<file path="src/rtl/decode_stage.sv">
// decode_stage: registered RV32I/RV64I instruction decoder with optional
// M-extension, valid/ready handshakes on both sides and a main + skid output
// buffer so a full-rate stream survives back-pressure.
//
// Ports:
//   clk, rst            rising-edge clock, synchronous active-high reset
//   flush               discard everything buffered plus this cycle's input
//   in_valid/in_ready   upstream handshake (in_ready is a flop output)
//   in_instr, in_pc     instruction word and its address
//   out_valid/out_ready downstream handshake
//   out_*               decoded control bundle held in the main register
//   ill_count           saturating count of illegal instructions delivered
module decode_stage #(
    parameter int XLEN     = 32,
    parameter int ENABLE_M = 0,
    parameter int CNT_W    = 16
) (
    input  logic             clk,
    input  logic             rst,
    input  logic             flush,
    input  logic             in_valid,
    output logic             in_ready,
    input  logic [31:0]      in_instr,
    input  logic [XLEN-1:0]  in_pc,
    output logic             out_valid,
    input  logic             out_ready,
    output logic [XLEN-1:0]  out_pc,
    output logic [4:0]       out_rs1,
    output logic [4:0]       out_rs2,
    output logic [4:0]       out_rd,
    output logic [XLEN-1:0]  out_imm,
    output logic [2:0]       out_mem_width,
    output logic [4:0]       out_alu_op,
    output logic             out_alu_src1,
    output logic [1:0]       out_alu_src2,
    output logic             out_mem_to_reg,
    output logic             out_mem_write,
    output logic             out_reg_write,
    output logic             out_branch,
    output logic             out_invert_branch,
    output logic             out_jump,
    output logic [1:0]       out_next_pc_sel,
    output logic             out_illegal,
    output logic [CNT_W-1:0] ill_count
);

    localparam logic [6:0] OPC_OP     = 7'b0110011;
    localparam logic [6:0] OPC_OP_IMM = 7'b0010011;
    localparam logic [6:0] OPC_LOAD   = 7'b0000011;
    localparam logic [6:0] OPC_STORE  = 7'b0100011;
    localparam logic [6:0] OPC_BRANCH = 7'b1100011;
    localparam logic [6:0] OPC_JAL    = 7'b1101111;
    localparam logic [6:0] OPC_JALR   = 7'b1100111;
    localparam logic [6:0] OPC_AUIPC  = 7'b0010111;
    localparam logic [6:0] OPC_LUI    = 7'b0110111;

    localparam logic [4:0] ALU_ADD    = 5'b00000;
    localparam logic [4:0] ALU_SUB    = 5'b00001;
    localparam logic [4:0] ALU_AND    = 5'b00100;
    localparam logic [4:0] ALU_OR     = 5'b00101;
    localparam logic [4:0] ALU_XOR    = 5'b00110;
    localparam logic [4:0] ALU_SHL    = 5'b01000;
    localparam logic [4:0] ALU_SHR    = 5'b01010;
    localparam logic [4:0] ALU_SHA    = 5'b01011;
    localparam logic [4:0] ALU_SLT    = 5'b01100;
    localparam logic [4:0] ALU_SLTU   = 5'b01101;
    localparam logic [4:0] ALU_PASS_B = 5'b01111;

    typedef struct packed {
        logic [XLEN-1:0] pc;
        logic [4:0]      rs1;
        logic [4:0]      rs2;
        logic [4:0]      rd;
        logic [XLEN-1:0] imm;
        logic [2:0]      mem_width;
        logic [4:0]      alu_op;
        logic            alu_src1;
        logic [1:0]      alu_src2;
        logic            mem_to_reg;
        logic            mem_write;
        logic            reg_write;
        logic            branch;
        logic            invert_branch;
        logic            jump;
        logic [1:0]      next_pc_sel;
        logic            illegal;
    } bundle_t;

    // Full combinational decode of one instruction word.
    function automatic bundle_t decode(input logic [31:0] instr, input logic [XLEN-1:0] pc);
        bundle_t    b;
        logic [2:0] f3;
        logic [6:0] f7;
        logic       ill;
        logic       shamt_hi_ok;
        f3  = instr[14:12];
        f7  = instr[31:25];
        ill = 1'b0;
        // On RV32 the shamt is 5 bits, so bit 25 belongs to funct7 and must be 0.
        shamt_hi_ok = (XLEN == 64) || !instr[25];
        b               = '0;
        b.pc            = pc;
        b.rs1           = instr[19:15];
        b.rs2           = instr[24:20];
        b.rd            = instr[11:7];
        b.mem_width     = f3;
        b.alu_op        = ALU_ADD;
        case (instr[6:0])
            OPC_OP: begin
                b.reg_write = 1'b1;
                case (f7)
                    7'h00: begin
                        case (f3)
                            3'b000:  b.alu_op = ALU_ADD;
                            3'b001:  b.alu_op = ALU_SHL;
                            3'b010:  b.alu_op = ALU_SLT;
                            3'b011:  b.alu_op = ALU_SLTU;
                            3'b100:  b.alu_op = ALU_XOR;
                            3'b101:  b.alu_op = ALU_SHR;
                            3'b110:  b.alu_op = ALU_OR;
                            default: b.alu_op = ALU_AND;
                        endcase
                    end
                    7'h20: begin
                        if (f3 == 3'b000) begin
                            b.alu_op = ALU_SUB;
                        end else if (f3 == 3'b101) begin
                            b.alu_op = ALU_SHA;
                        end else begin
                            ill = 1'b1;
                        end
                    end
                    7'h01: begin
                        // MDU codes are 2'b10 followed by funct3.
                        if (ENABLE_M != 0) begin
                            b.alu_op = {2'b10, f3};
                        end else begin
                            ill = 1'b1;
                        end
                    end
                    default: ill = 1'b1;
                endcase
            end
            OPC_OP_IMM: begin
                b.reg_write = 1'b1;
                b.alu_src2  = 2'b01;
                b.imm       = XLEN'($signed(instr[31:20]));
                case (f3)
                    3'b000: b.alu_op = ALU_ADD;
                    3'b010: b.alu_op = ALU_SLT;
                    3'b011: b.alu_op = ALU_SLTU;
                    3'b100: b.alu_op = ALU_XOR;
                    3'b110: b.alu_op = ALU_OR;
                    3'b111: b.alu_op = ALU_AND;
                    3'b001: begin
                        b.alu_op = ALU_SHL;
                        ill      = (instr[31:26] != 6'b000000) || !shamt_hi_ok;
                    end
                    3'b101: begin
                        b.alu_op = instr[30] ? ALU_SHA : ALU_SHR;
                        ill      = ((instr[31:26] != 6'b000000) && (instr[31:26] != 6'b010000))
                                   || !shamt_hi_ok;
                    end
                    default: ill = 1'b1;
                endcase
                // Shift immediates carry a zero-extended shamt instead of the I-imm.
                if ((f3 == 3'b001) || (f3 == 3'b101)) begin
                    b.imm = (XLEN == 64) ? XLEN'(instr[25:20]) : XLEN'(instr[24:20]);
                end else begin
                    b.imm = b.imm;
                end
            end
            OPC_LOAD: begin
                b.mem_to_reg = 1'b1;
                b.reg_write  = 1'b1;
                b.alu_src2   = 2'b01;
                b.imm        = XLEN'($signed(instr[31:20]));
                ill = (f3 == 3'b111) || ((XLEN != 64) && ((f3 == 3'b011) || (f3 == 3'b110)));
            end
            OPC_STORE: begin
                b.mem_write = 1'b1;
                b.alu_src2  = 2'b01;
                b.imm       = XLEN'($signed({instr[31:25], instr[11:7]}));
                ill = (XLEN == 64) ? (f3 > 3'b011) : (f3 > 3'b010);
            end
            OPC_BRANCH: begin
                b.branch      = 1'b1;
                b.next_pc_sel = 2'b01;
                b.imm = XLEN'($signed({instr[31], instr[7], instr[30:25], instr[11:8], 1'b0}));
                // taken = (alu_result != 0) ^ invert_branch
                case (f3)
                    3'b000: begin b.alu_op = ALU_SUB;  b.invert_branch = 1'b1; end
                    3'b001: begin b.alu_op = ALU_SUB;  b.invert_branch = 1'b0; end
                    3'b100: begin b.alu_op = ALU_SLT;  b.invert_branch = 1'b0; end
                    3'b101: begin b.alu_op = ALU_SLT;  b.invert_branch = 1'b1; end
                    3'b110: begin b.alu_op = ALU_SLTU; b.invert_branch = 1'b0; end
                    3'b111: begin b.alu_op = ALU_SLTU; b.invert_branch = 1'b1; end
                    default: ill = 1'b1;
                endcase
            end
            OPC_JAL, OPC_JALR: begin
                // Link value is pc + 4 computed by the ALU.
                b.jump      = 1'b1;
                b.reg_write = 1'b1;
                b.alu_src1  = 1'b1;
                b.alu_src2  = 2'b10;
                if (instr[3]) begin
                    b.next_pc_sel = 2'b01;
                    b.imm = XLEN'($signed({instr[31], instr[19:12], instr[20], instr[30:21], 1'b0}));
                end else begin
                    b.next_pc_sel = 2'b10;
                    b.imm = XLEN'($signed(instr[31:20]));
                    ill   = (f3 != 3'b000);
                end
            end
            OPC_AUIPC: begin
                b.reg_write = 1'b1;
                b.alu_src1  = 1'b1;
                b.alu_src2  = 2'b01;
                b.imm       = XLEN'($signed({instr[31:12], 12'h000}));
            end
            OPC_LUI: begin
                b.reg_write = 1'b1;
                b.alu_src2  = 2'b01;
                b.alu_op    = ALU_PASS_B;
                b.imm       = XLEN'($signed({instr[31:12], 12'h000}));
            end
            default: ill = 1'b1;
        endcase
        // Illegal words travel down the pipe but must not change any state.
        if (ill) begin
            b.reg_write   = 1'b0;
            b.mem_write   = 1'b0;
            b.mem_to_reg  = 1'b0;
            b.branch      = 1'b0;
            b.jump        = 1'b0;
            b.next_pc_sel = 2'b00;
            b.illegal     = 1'b1;
        end else begin
            b.illegal     = 1'b0;
        end
        return b;
    endfunction

    bundle_t          main_r, skid_r, main_nxt_s, skid_nxt_s, decoded_s;
    logic             out_valid_r, skid_valid_r, in_ready_r;
    logic             out_valid_nxt_s, skid_valid_nxt_s;
    logic             in_fire_s;
    logic [CNT_W-1:0] ill_count_r, ill_count_nxt_s;

    // Next-state of the main/skid buffer pair and the illegal counter.
    always_comb begin
        decoded_s        = decode(in_instr, in_pc);
        in_fire_s        = in_valid && in_ready_r;
        main_nxt_s       = main_r;
        skid_nxt_s       = skid_r;
        out_valid_nxt_s  = out_valid_r;
        skid_valid_nxt_s = skid_valid_r;
        ill_count_nxt_s  = ill_count_r;
        if (flush) begin
            out_valid_nxt_s  = 1'b0;
            skid_valid_nxt_s = 1'b0;
        end else begin
            if (out_valid_r && out_ready && main_r.illegal && (ill_count_r != {CNT_W{1'b1}})) begin
                ill_count_nxt_s = ill_count_r + {{(CNT_W-1){1'b0}}, 1'b1};
            end else begin
                ill_count_nxt_s = ill_count_r;
            end
            if (!out_valid_r || out_ready) begin
                // Main register frees up: skid drains first to keep ordering.
                if (skid_valid_r) begin
                    main_nxt_s       = skid_r;
                    out_valid_nxt_s  = 1'b1;
                    skid_valid_nxt_s = 1'b0;
                end else if (in_fire_s) begin
                    main_nxt_s      = decoded_s;
                    out_valid_nxt_s = 1'b1;
                end else begin
                    out_valid_nxt_s = 1'b0;
                end
            end else begin
                // Stalled: an accepted word parks in the skid entry.
                if (in_fire_s) begin
                    skid_nxt_s       = decoded_s;
                    skid_valid_nxt_s = 1'b1;
                end else begin
                    skid_valid_nxt_s = skid_valid_r;
                end
            end
        end
    end

    // State registers; in_ready is registered from the next skid state.
    always_ff @(posedge clk) begin
        if (rst) begin
            main_r       <= '0;
            skid_r       <= '0;
            out_valid_r  <= 1'b0;
            skid_valid_r <= 1'b0;
            in_ready_r   <= 1'b0;
            ill_count_r  <= '0;
        end else begin
            main_r       <= main_nxt_s;
            skid_r       <= skid_nxt_s;
            out_valid_r  <= out_valid_nxt_s;
            skid_valid_r <= skid_valid_nxt_s;
            in_ready_r   <= !skid_valid_nxt_s;
            ill_count_r  <= ill_count_nxt_s;
        end
    end

    assign in_ready          = in_ready_r;
    assign out_valid         = out_valid_r;
    assign out_pc            = main_r.pc;
    assign out_rs1           = main_r.rs1;
    assign out_rs2           = main_r.rs2;
    assign out_rd            = main_r.rd;
    assign out_imm           = main_r.imm;
    assign out_mem_width     = main_r.mem_width;
    assign out_alu_op        = main_r.alu_op;
    assign out_alu_src1      = main_r.alu_src1;
    assign out_alu_src2      = main_r.alu_src2;
    assign out_mem_to_reg    = main_r.mem_to_reg;
    assign out_mem_write     = main_r.mem_write;
    assign out_reg_write     = main_r.reg_write;
    assign out_branch        = main_r.branch;
    assign out_invert_branch = main_r.invert_branch;
    assign out_jump          = main_r.jump;
    assign out_next_pc_sel   = main_r.next_pc_sel;
    assign out_illegal       = main_r.illegal;
    assign ill_count         = ill_count_r;

endmodule

</file>
<file path="config.mk">
export PLATFORM = sky130hd
export DESIGN_NAME = decode_stage
export DESIGN_NICKNAME = d
export VERILOG_FILES = /design/src/rtl/decode_stage.sv
export SDC_FILE = /design/constraint.sdc
export NUM_CORES = 1
export LEC_CHECK = 0
export ABC_AREA = 1
export ABC_CLOCK_PERIOD_IN_PS = 1400
export BUFFER_PORTS_ARGS = -buffer_cell sky130_fd_sc_hd__buf_2
export CORE_ASPECT_RATIO = 1.75
export CORE_UTILIZATION = 50
export DETAILED_ROUTE_END_ITERATION = 10
export GPL_ROUTABILITY_DRIVEN = 0
export PLACE_DENSITY = 0.76
export SLEW_MARGIN = 30
export SYNTH_ARGS = -nofsm -noshare
export SYNTH_HDL_FRONTEND = slang
export SYNTH_SLANG_ARGS = --single-unit
</file>
<file path="constraint.sdc">
create_clock -name clk -period 1.4 [get_ports clk]
set_input_delay 0.07 -clock clk [delete_from_list [all_inputs] [get_ports clk]]
set_output_delay 0.07 -clock clk [all_outputs]
set_load 0.005 [all_outputs]
</file>
==> impl_results.md <==
* Max Clk Rate at approximately 0.65 GHz
* Critical Path Start Type: flip-flop
* DR pass1 iterations at 8
* Core area at ~19000 um2
* Root Buffer: clkbuf_16
* Critical Path Sink Type: flip-flop
* Violated checks: setup timing
* Worst Path Class, Setup: reg -> reg
* DR DRC count at 0
* Area of the die at between 15000 and 20000 um2
* Total nets after synthesis at 1422
* Period minus WS final at 1539 ps
* Buf+Inv Stages, Crit Path at 3
* RSZ-0062 raised after global routing: yes
* R2r setup slk at -140 ps
* Crit-path max FO at 7
* Levels on crit path at 8
* EDFF count, synth at 0
* Top_reg_cell synth: dfxtp_1
* All-Layer GR Usage at 29.43%
* Layout cells sized above 1 at around 30%
* Largest net degree at the start of global routing at 99
* Total wire length at approximately 33000 um
* Slew HR at a little over half
* Seq/Total Area, Yosys at approximately 45%
* GR Overflow Total at 0
* CTS H-tree depth at 1
* Required time worst endpoint at 1790 ps
* Static leakage at about 6.4 nW
* CP top delay family: simple AND/OR/NAND/NOR gates
* Global-route wire length before repair at around 48000 um
* Worst Hold Launch: in_instr[5]
* Row count at 66
* # fillers at 1363
* Worst Tran Pin Value at ~700 ps
* CTS tree: done
* Clock Skews at roughly 18 ps
* Port bufs at between 150 and 200
* TritonCTS Buffers at 21
* Hold EP: skid_r[11]$_SDFFE_PP0P_
* Status: finished, violations left
* Area grow syn2layout at 44.27%
* Vias in the first global route at between 10000 and 15000
* Average size of a mapped cell at around 7.1 um2
* Period utilization at 110.0%
* I/O pins at roughly 190
* R2r startpoint: out_valid$_SDFFE_PP0P_
* Cell variety after synth at 35
* Most frequent cells in the layout: 222 x nand2_1, 208 x dfxtp_1, 184 x buf_2
* #FFs+latches synth at approximately 220
* Yosys warnings at 0
* Critical path's slowest cell: dfxtp_2
* Final hold slack at 30.85 ps
* CP Cell Sequence: nand2_2 > nor2_4 > nand3_4 > buf_12 > buf_12 > clkbuf_16 > nor2_1 > nor2_1
* Nets@finish at 1738
* Reg-to-Reg End: skid_r[30]$_SDFFE_PP0P_
* Worst Hold Class: in -> reg
* Post-DP HPWL at 19400 um
* Max reg flops at 98
* Critical path arrival at 1930 ps
* Asr flop ratio synth at 0%
* CTS sink count at roughly 220
* Antenna Violating Nets Remaining at 0
* Syn Std Cell Area at slightly below 10000 um2
* Vias at ~11000
* Largest register by flop count: skid_r
* Slowest cell delay on critical path at between 300 and 400 ps
* Syn Inst Count at between 1000 and 1500
* Hold Path Stages at 4
* CTS max path bufs at 3
* Iteration-0 DRC Markers at 870
* Initial Util at approximately half
* Avg WL per Cell at ~17 um
* Vias per std cell at 5.684
* Worst-Skew Late Latency at between 500 and 600 ps
* Post-Route Setup TNS at -3128 ps
* Final setup margin at -139.4 ps
* Max Transition Viols Final at 0
* Worst vdd ir at between 0.001 and 0.0015 V
* FF-to-FF path depth at 8
* PD cells at 970.2 nW/um2
* Final setup vio count at between 90 and 100
* Die Y at between 150 and 200 um
* Max cap viols at 0
* Final Hold Vio Count at 0
* ANT cells at 0
* Initial antenna violation count at 0
* Most common cell after layout, fill and taps aside: nand2_1
* Die Width at roughly 110 um
* Clock-pin slew on the worst setup and hold paths at around 60 ps
[layout make-up]
type	instances	area, um2	area share, %
Inverter	108	440.4	3.161
Sequential cell	215	4318	30.99
Multi-Input combinational cell	931	4863	34.91
Timing Repair inverter	4	55.05	0.3952
Clock inverter	9	102.6	0.7364
Timing Repair Buffer	387	3271	23.48
Tap cell	238	297.8	2.137
Clock buffer	26	584.3	4.194
[metal layers]
layer  routed length, um  global-route usage, %
met1               12280                  33.34
met2               16790                  53.19
met3                2120                  3.711
met4                2072                  15.56
met5                   0                      0
[repair_timing]
item / 4_1_cts / 5_1_grt
hold buffers: 54 / 0
gates resized for setup: 34 / 154
buffers inserted: 6 / 19
setup endpoints to repair: 160 / 187
pin swaps: 14 / 21
gates cloned: 2 / 19
hold endpoints to repair: 111 / 0
[worst max-delay path by stage]
stage	slack, ps	to	start
global placement	-300	skid_r[33]$_SDFFE_PP0P_	in_instr[3]
detailed placement	-280	skid_r[37]$_SDFFE_PP0P_	in_instr[3]
finish	-140	skid_r[30]$_SDFFE_PP0P_	out_valid$_SDFFE_PP0P_
CTS	-20	out_pc[6]$_SDFFE_PP0P_	in_ready$_SDFF_PP0_
floorplan	-20	skid_r[40]$_SDFFE_PP0P_	out_valid$_SDFFE_PP0P_
global route	-210	out_pc[31]$_SDFFE_PP0P_	in_ready$_SDFF_PP0_
[cells in the mapped netlist (2+ instances only)]
cell | count | area [um2]
buf_6 | 4 | 45.04
a21oi_1 | 145 | 725.7
o31ai_1 | 3 | 22.52
o211ai_1 | 27 | 202.7
inv_1 | 91 | 341.6
nand2_4 | 2 | 22.52
inv_2 | 15 | 56.30
nor2_1 | 159 | 596.8
nor2_4 | 6 | 67.56
xor2_1 | 3 | 26.28
dfxtp_1 | 215 | 4304
buf_1 | 8 | 30.03
o22ai_1 | 5 | 31.28
nor2_8 | 2 | 40.04
o21ai_1 | 2 | 10.01
nand2_1 | 231 | 867.1
nor3_1 | 15 | 75.07
a31oi_1 | 52 | 325.3
buf_4 | 7 | 52.55
o21ai_0 | 220 | 1101
xnor2_1 | 5 | 43.79
buf_2 | 27 | 135.1
clkbuf_1 | 52 | 195.2
nand4_1 | 13 | 81.33
nand2_2 | 7 | 43.79
nand3_1 | 27 | 135.1
[worst reg2reg max path, stage by stage (launching register included)]
cell and delay (ps):
dfxtp_2 330, nand2_2 70, nor2_4 140, nand3_4 150
buf_12 180, buf_12 120, clkbuf_16 160, nor2_1 190
nor2_1 70
[power breakdown]
group | total (mW) | leakage, nW | internal (mW) | switching [mW]
combinational | 1.35 | 4.34 | 0.622 | 0.729
clock | 5.79 | 0.346 | 3.33 | 2.46
sequential | 6.37 | 1.75 | 6.28 | 0.0930
total | 13.5 | 6.43 | 10.2 | 3.29
[logic make-up (layout without fill, tap and decap cells)]
family | Yosys count | count (layout) | share of synthesized area (%)
and+or+nand+nor | 464 | 464 | 20.15
DFF | 215 | 215 | 44.57
adders and majority gates | 1 | 1 | 0.1295
xor gates and xnor gates | 8 | 8 | 0.7256
buffers and inverters | 206 | 534 | 8.992
other | 1 | 1 | 0.03883
AOI/OAI and AO/OA | 457 | 457 | 25.40
[through the flow]
step	setup slack, ps	cells	utilization (%)	cell area [um2]	power (mW)
after CTS	-17.33	1881	68.83	12900	13.42
final	-139.4	1918	74.32	13930	13.52
after detailed placement	-282.6	1784	61.47	11520	7.603
after global placement	-302.9	1784	61.47	11520	7.581
after global routing	-211.4	1918	74.32	13930	13.97
after floorplan	-19.68	1352	-	9746	7.038
No activity file was read; power rests on OpenSTA's default activity.
